**src/rtl/flags_reader_pkg.sv**
```systemverilog
// Shared bit positions and encodings for the flag-read block:
// compressed status layout, architectural EFLAGS layout, FSM states.
package flags_reader_pkg;

  localparam int STAT_W  = 7;
  localparam int STAT_OF = 0;
  localparam int STAT_SF = 1;
  localparam int STAT_ZF = 2;
  localparam int STAT_PF = 3;
  localparam int STAT_CF = 4;
  localparam int STAT_AF = 5;
  localparam int STAT_DF = 6;

  localparam int EFLAGS_W    = 32;
  localparam int EFLAGS_CF   = 0;
  localparam int EFLAGS_RSV1 = 1;
  localparam int EFLAGS_PF   = 2;
  localparam int EFLAGS_AF   = 4;
  localparam int EFLAGS_ZF   = 6;
  localparam int EFLAGS_SF   = 7;
  localparam int EFLAGS_TF   = 8;
  localparam int EFLAGS_IF   = 9;
  localparam int EFLAGS_DF   = 10;
  localparam int EFLAGS_OF   = 11;

  typedef enum logic {
    RSP_EMPTY = 1'b0,
    RSP_FULL  = 1'b1
  } rsp_state_e;

  typedef enum logic {
    REQ_LAHF  = 1'b0,
    REQ_PUSHF = 1'b1
  } req_kind_e;

endpackage

```
**src/rtl/status_to_eflags.sv**
```systemverilog
// Expands the 7-bit compressed status into an architectural EFLAGS word.
// TF and IF are not tracked here and always read as zero.
module status_to_eflags
  import flags_reader_pkg::*;
(
  input  logic [STAT_W-1:0]   status_i,
  output logic [EFLAGS_W-1:0] eflags_o
);

  always_comb begin
    eflags_o              = '0;
    eflags_o[EFLAGS_CF]   = status_i[STAT_CF];
    eflags_o[EFLAGS_RSV1] = 1'b1;
    eflags_o[EFLAGS_PF]   = status_i[STAT_PF];
    eflags_o[EFLAGS_AF]   = status_i[STAT_AF];
    eflags_o[EFLAGS_ZF]   = status_i[STAT_ZF];
    eflags_o[EFLAGS_SF]   = status_i[STAT_SF];
    eflags_o[EFLAGS_TF]   = 1'b0;
    eflags_o[EFLAGS_IF]   = 1'b0;
    eflags_o[EFLAGS_DF]   = status_i[STAT_DF];
    eflags_o[EFLAGS_OF]   = status_i[STAT_OF];
  end

endmodule

```
**src/rtl/flags_reader.sv**
```systemverilog
// Holds the compressed status register and answers LAHF/PUSHF reads
// through a one-entry response buffer with same-cycle update forwarding.
module flags_reader
  import flags_reader_pkg::*;
#(
  parameter logic [STAT_W-1:0] RESET_STATUS = 7'h00
) (
  input  logic                clk,
  input  logic                rst,
  input  logic                upd_valid,
  input  logic [STAT_W-1:0]   upd_status,
  input  logic                req_valid,
  output logic                req_ready,
  input  logic                req_kind,
  input  logic [31:0]         req_eax,
  output logic                rsp_valid,
  input  logic                rsp_ready,
  output logic [31:0]         rsp_data,
  output logic                rsp_ah_wr,
  output logic [STAT_W-1:0]   status
);

  rsp_state_e          state_q, state_d;
  logic [STAT_W-1:0]   status_q, status_d;
  logic [31:0]         rsp_data_q, rsp_data_d;
  logic                rsp_ah_wr_q, rsp_ah_wr_d;

  logic                req_fire;
  logic [STAT_W-1:0]   src_status;
  logic [EFLAGS_W-1:0] src_eflags;

  assign req_ready  = (state_q == RSP_EMPTY) || rsp_ready;
  assign req_fire   = req_valid && req_ready;
  // An update landing in the acceptance cycle is the newest status.
  assign src_status = upd_valid ? upd_status : status_q;

  status_to_eflags u_pack (
    .status_i (src_status),
    .eflags_o (src_eflags)
  );

  always_comb begin
    state_d     = state_q;
    status_d    = status_q;
    rsp_data_d  = rsp_data_q;
    rsp_ah_wr_d = rsp_ah_wr_q;
    if (upd_valid) status_d = upd_status;
    if (req_fire) begin
      state_d = RSP_FULL;
      if (req_kind == REQ_PUSHF) begin
        rsp_data_d  = src_eflags;
        rsp_ah_wr_d = 1'b0;
      end else begin
        rsp_data_d  = {req_eax[31:16], src_eflags[7:0], req_eax[7:0]};
        rsp_ah_wr_d = 1'b1;
      end
    end else if (rsp_ready) begin
      state_d = RSP_EMPTY;
    end
  end

  always_ff @(posedge clk) begin
    if (rst) begin
      state_q     <= RSP_EMPTY;
      status_q    <= RESET_STATUS;
      rsp_data_q  <= '0;
      rsp_ah_wr_q <= 1'b0;
    end else begin
      state_q     <= state_d;
      status_q    <= status_d;
      rsp_data_q  <= rsp_data_d;
      rsp_ah_wr_q <= rsp_ah_wr_d;
    end
  end

  assign rsp_valid = (state_q == RSP_FULL);
  assign rsp_data  = rsp_data_q;
  assign rsp_ah_wr = rsp_ah_wr_q;
  assign status    = status_q;

endmodule
```
**config.mk**
```make
export PLATFORM = sky130hd
export DESIGN_NAME = flags_reader
export DESIGN_NICKNAME = d
export VERILOG_FILES = /design/src/rtl/flags_reader_pkg.sv /design/src/rtl/status_to_eflags.sv /design/src/rtl/flags_reader.sv
export SDC_FILE = /design/constraint.sdc
export NUM_CORES = 1
export LEC_CHECK = 0
export ABC_AREA = 0
export BUFFER_PORTS_ARGS = -buffer_cell sky130_fd_sc_hd__buf_2
export CAP_MARGIN = 20
export CORE_ASPECT_RATIO = 0.6
export CORE_MARGIN = 5
export CORE_UTILIZATION = 40
export CTS_CLUSTER_SIZE = 10
export DETAILED_ROUTE_END_ITERATION = 16
export GPL_TIMING_DRIVEN = 0
export PLACE_DENSITY = 0.7
export SETUP_SLACK_MARGIN = 0.05
export SLEW_MARGIN = 30
export SYNTH_ARGS = -nofsm -noshare
export SYNTH_HDL_FRONTEND = slang
export SYNTH_SLANG_ARGS = --single-unit
```
**constraint.sdc**
```tcl
create_clock -name clk -period 1.8 [get_ports clk]
set_input_delay 0.36 -clock clk [delete_from_list [all_inputs] [get_ports clk]]
set_output_delay 0.36 -clock clk [all_outputs]
set_load 0.05 [all_outputs]
```
**After elaboration in Yosys (flattened, before gate mapping)**

Index checks and enable logic that the tools add are counted.

- Output and inout port bits: 42
- Input port bits: 45
- Flip-flop bits (word level): 41
- Logic and storage cells: 13

- Reduce and logical (&&, ||, !) cells: 3
- Bitwise logic cells: 1
- Muxes and demuxes: 5

Operator list:

| kind | number |
|---|---|
| $mux 32 | 1 |
| $mux 7 | 1 |
| $mux 1 | 3 |
| $reduce_bool 2->1 | 1 |
| $logic_and 1x1->1 | 1 |
| $logic_or 1x1->1 | 1 |
| $not 1->1 | 1 |

**Longest topological paths before layout**

- Depth after elaboration: 4
- Gate-level depth with buffers: 5

**Cells and area by module**

Synthesis repeated with hierarchy kept, for this count alone.

- Cells, all modules: 172
- Area, all modules: 2135.8 um2

By module, submodules not included:

| module | area each (um2) | cells an instance | sequential area each (um2) | instances |
|---|---|---|---|---|
| flags_reader | 1888.1 | 138 | 820.8 | 1 |
| status_to_eflags | 247.7 | 34 | 0.0 | 1 |

**Worst setup path after synthesis**

Ideal clock, no wire load.

- Path type: reg2reg
- From: register state_q (netlist: rsp_valid)
- To: register rsp_data_q[9] (netlist: rsp_data[9])
- Cell stages (with the launch flop): 5
- Path buffers: 1
- Clock period less this slack: 1.601 ns
- Setup slack: 0.199 ns
- Data arrival time: 1.510 ns
- Cell sequence: dfxtp_1 > nor2b_1 > inv_2 > buf_2 > a311oi_1

- Longest elaborated chain between the ends: 3

Ends and longest elaborated chain:

| item | RTL line | RTL |
|---|---|---|
| start, declared | flags_reader.sv:23 | `rsp_state_e state_q, state_d;` |
| start signal, assigned | flags_reader.sv:69 | `state_q <= state_d;` |
| $not 1->1 | flags_reader.sv:32 | `assign req_ready = (state_q == RSP_EMPTY) \|\| rsp_ready;` |
| $logic_or 1x1->1 | flags_reader.sv:32 |  |
| via req_ready | flags_reader.sv:13 | `output logic req_ready,` |
| $logic_and 1x1->1 | flags_reader.sv:33 | `assign req_fire = req_valid && req_ready;` |
| end signal, assigned | flags_reader.sv:71 | `rsp_data_q <= rsp_data_d;` |
| end, declared | flags_reader.sv:25 | `logic [31:0] rsp_data_q, rsp_data_d;` |

The timed path passes the listed nets, and every way through them passes these cells.
A chain may end at the register's enable or synchronous reset.

**Final worst setup path**

- From: register state_q (netlist: rsp_valid)
- To: output req_ready

- Longest elaborated chain between the ends: 2

Ends and longest elaborated chain:

| item | RTL line |
|---|---|
| $not 1->1 | flags_reader.sv:32 |
| $logic_or 1x1->1 | flags_reader.sv:32 |
| end, declared | flags_reader.sv:13 |

No other way between the ends.

==> impl_metrics.py <==
metrics = {
    "run_status": {
        "status": "finished, final reports clean",
    },
    "routing": {
        "wirelength_mm": 4.954,
        "final_antenna_net_count": 0,
        "dr.pass1.iters": 4,
        "num_vias": 1695,
        "wire_per_inst_microns": 15.88,
        "drt_iter0_drc": 114,
        "drc": 0,
        "via_per_inst": 5.433,
    },
    "timing": {
        "max_clock_freq_mhz": 598.7,
        "layout_min_cycle_time_ns": 1.670,
        "slew_headroom": 0.6215,
        "fin_skew_ns": 0.006745,
        "final.setup.tns_ns": 0,
        "hold_viol_final": 0,
        "finalSetupViolCount": 0,
        "timing.hold.ws_ns": 0.3374,
        "rsz0062_at_grt": "no",
        "post-route-period-util": 0.9279,
        "tightest_slew_ns": 0.5678,
        "drv_slew": 0,
    },
    "power_and_ir_drop": {
        "p_per_area_nw_per_um2": 906.8,
        "vdd_drop_max_mv": 0.4807,
        "p_leak_uw": 0.0009449,
    },
    "floorplan": {
        "die_h_microns": 58.88,
        "core_area_sq_um": 3744,
        "start_util": 0.4255,
        "die-area_sq_um": 5385,
        "rows": 17,
        "pin_count": 87,
        "die_x_microns": 91.47,
    },
    "synthesis": {
        "synth.distinct_cells": 24,
        "synthTopCellsByArea": "dfxtp_1 49%, a21oi_1 10%, nand4_1 9.0%",
        "syn-num-nets": 227,
        "ys_seq_area_frac": 0.4902,
        "avgSynthCellArea_sq_um": 8.752,
        "synth_area_sq_um": 1593,
        "synth.top_cell.area_share": 0.4902,
        "synth_warnings": 0,
        "synth_top_area_cell": "dfxtp_1",
        "synthCells": 182,
        "ys_ff_latch": 39,
    },
    "cells_and_area": {
        "final_common_cell": "buf_2",
        "stdcell_area_sq_um": 2123,
        "fin_cells": 312,
        "drive_gt1_frac": 0.3887,
        "fin_nets": 309,
        "areaGrowthSynthToFinish_pct": 33.31,
        "post-route-util": 0.5672,
        "diodes": 0,
        "final_cell_mix": "78 x buf_2, 39 x dfxtp_1, 32 x a21oi_1",
    },
    "clocking": {
        "root_buffer": "clkbuf_8",
        "cts_tree": "built",
        "clockBufferDepth": 2,
        "cts.htree.levels": 2,
        "cts_buffers": 5,
        "clk_pin_slew_worst_paths_ns": 0.08,
        "clock_latency_ns": 0.29,
        "post_cts_buffers": 0,
        "cts.sink_count": 39,
    },
    "hold_path": {
        "hold_class": "in -> reg",
        "hold_end": "rsp_data[20]",
        "hold_depth": 3,
        "hold_start": "req_eax[20]",
    },
    "critical_path": {
        "slowest_delay_ns": 0.35,
        "worstPathMaxFanout": 10,
        "worstPathRequired_ns": 1.44,
        "cp-end-kind": "primary output",
        "critPathKind": "reg -> out",
        "cp_data_arrival_time_ns": 1.31,
        "reg2reg_to": "rsp_data[10]",
        "r2r_setup_slack_ns": 0.48,
        "crit_chain": "nor2b_4 > inv_2 > clkbuf_4 > buf_4",
        "reg2regPathDepth": 4,
        "cp_slowest_cell": "dfxtp_1",
        "cp-startpoint": "rsp_valid",
        "worstReg2RegStart": "rsp_valid",
        "critPathLaunchType": "flop",
    },
    "placed_design": {
        "dp_hpwl_mm": 3.634,
        "placed_cells": 304,
        "placed_area_sq_um": 2027,
        "io_buffer_count": 75,
        "routabilityCongestion": 0.8008,
    },
    "global_route": {
        "antenna_found_initial": 0,
        "grt_overflow_total": 0,
        "grt_pass1_wl_mm": 7.679,
        "grt_pass1_vias": 1526,
        "grt_use_total": 0.1803,
        "grt_max_degree": 13,
    },
    "flow_run": {
        "maxCapViolations": 0,
    },
}
==> sequential cells by signal (all words and copies together) (netlist names) <==
signal and count:
rsp_data 31, status 7, rsp_valid 1
==> cell usage after synthesis <==
| library cell | number |
|---|---|
| dfxtp_1 | 39 |
| a21oi_1 | 32 |
| o21ai_0 | 28 |
| nand4_1 | 23 |
| clkbuf_1 | 15 |
| nor2b_1 | 6 |
| buf_2 | 5 |
| mux2_2 | 5 |
| nor2_1 | 4 |
| o2111ai_1 | 4 |
| or2_2 | 4 |
| a311oi_1 | 2 |
| buf_4 | 2 |
| mux2i_1 | 2 |
| nand2_1 | 2 |
| a2111o_1 | 1 |
| a31o_2 | 1 |
| buf_6 | 1 |
| clkinv_1 | 1 |
| conb_1 | 1 |
| inv_1 | 1 |
| inv_2 | 1 |
| nand2b_1 | 1 |
| nor3_1 | 1 |
==> worst max-delay path by stage <==
stage                             end  slack (ns)
after floorplan           rsp_data[9]        0.20
after global placement      req_ready        0.18
after detailed placement    req_ready        0.18
after CTS                   req_ready        0.09
after global routing        req_ready        0.05
final                       req_ready        0.13
==> per-layer routing <==
layer,GRT usage,up-vias,routed length [microns]
li1,-,833,-
met1,0.2728,767,2459
met2,0.2253,90,1878
met3,0.07535,5,585
met4,0.05021,0,30
met5,0,-,0
==> layout make-up <==
cell class                 count  area (sq um)
multi-input combinational    117         700.7
sequential                    39         780.7
inverter                       3         11.26
fill                         392          1620
clock buffer                   5         68.82
clock inverter                 3         15.01
timing repair buffer          75         377.9
tap                           47         58.81
buffer                        23         110.1
==> logic make-up (layout without fill, tap and decap cells) <==
kind of cell           after synthesis  in the layout  share of synthesized area
AO/OA/AOI/OAI                       68             68                     0.2341
buffers and inverters               26            109                    0.07461
flip-flops                          39             39                     0.4902
multiplexers                         7              7                    0.04792
other                                1              1                   0.002354
AND/OR/NAND/NOR                     41             41                     0.1508
==> worst max-delay path: cells and delay by family (launching register included) <==
family / cells / cell delay (ns)
flip-flops: 1 / 0.35
buffers and inverters: 3 / 0.48
AND/OR/NAND/NOR: 1 / 0.18
==> where the power goes <==
group	internal, uW	switching (uW)
clock	265	305
combinational	122	306
sequential	905	21.0
==> what timing repair did <==
action / in CTS / in global routing
hold buffers: 0 / 0
endpoints found under the setup margin: 1 / 1
gates resized for setup: 2 / 2
==> through the flow <==
step                      power (uW)  setup WS (ns)
after floorplan                 1242         0.1993
after global placement          1368         0.1756
after detailed placement        1370         0.1767
after CTS                       1928        0.08533
after global routing            2000        0.05187
final                           1925         0.1298
Power figures use the tool's default switching activity.
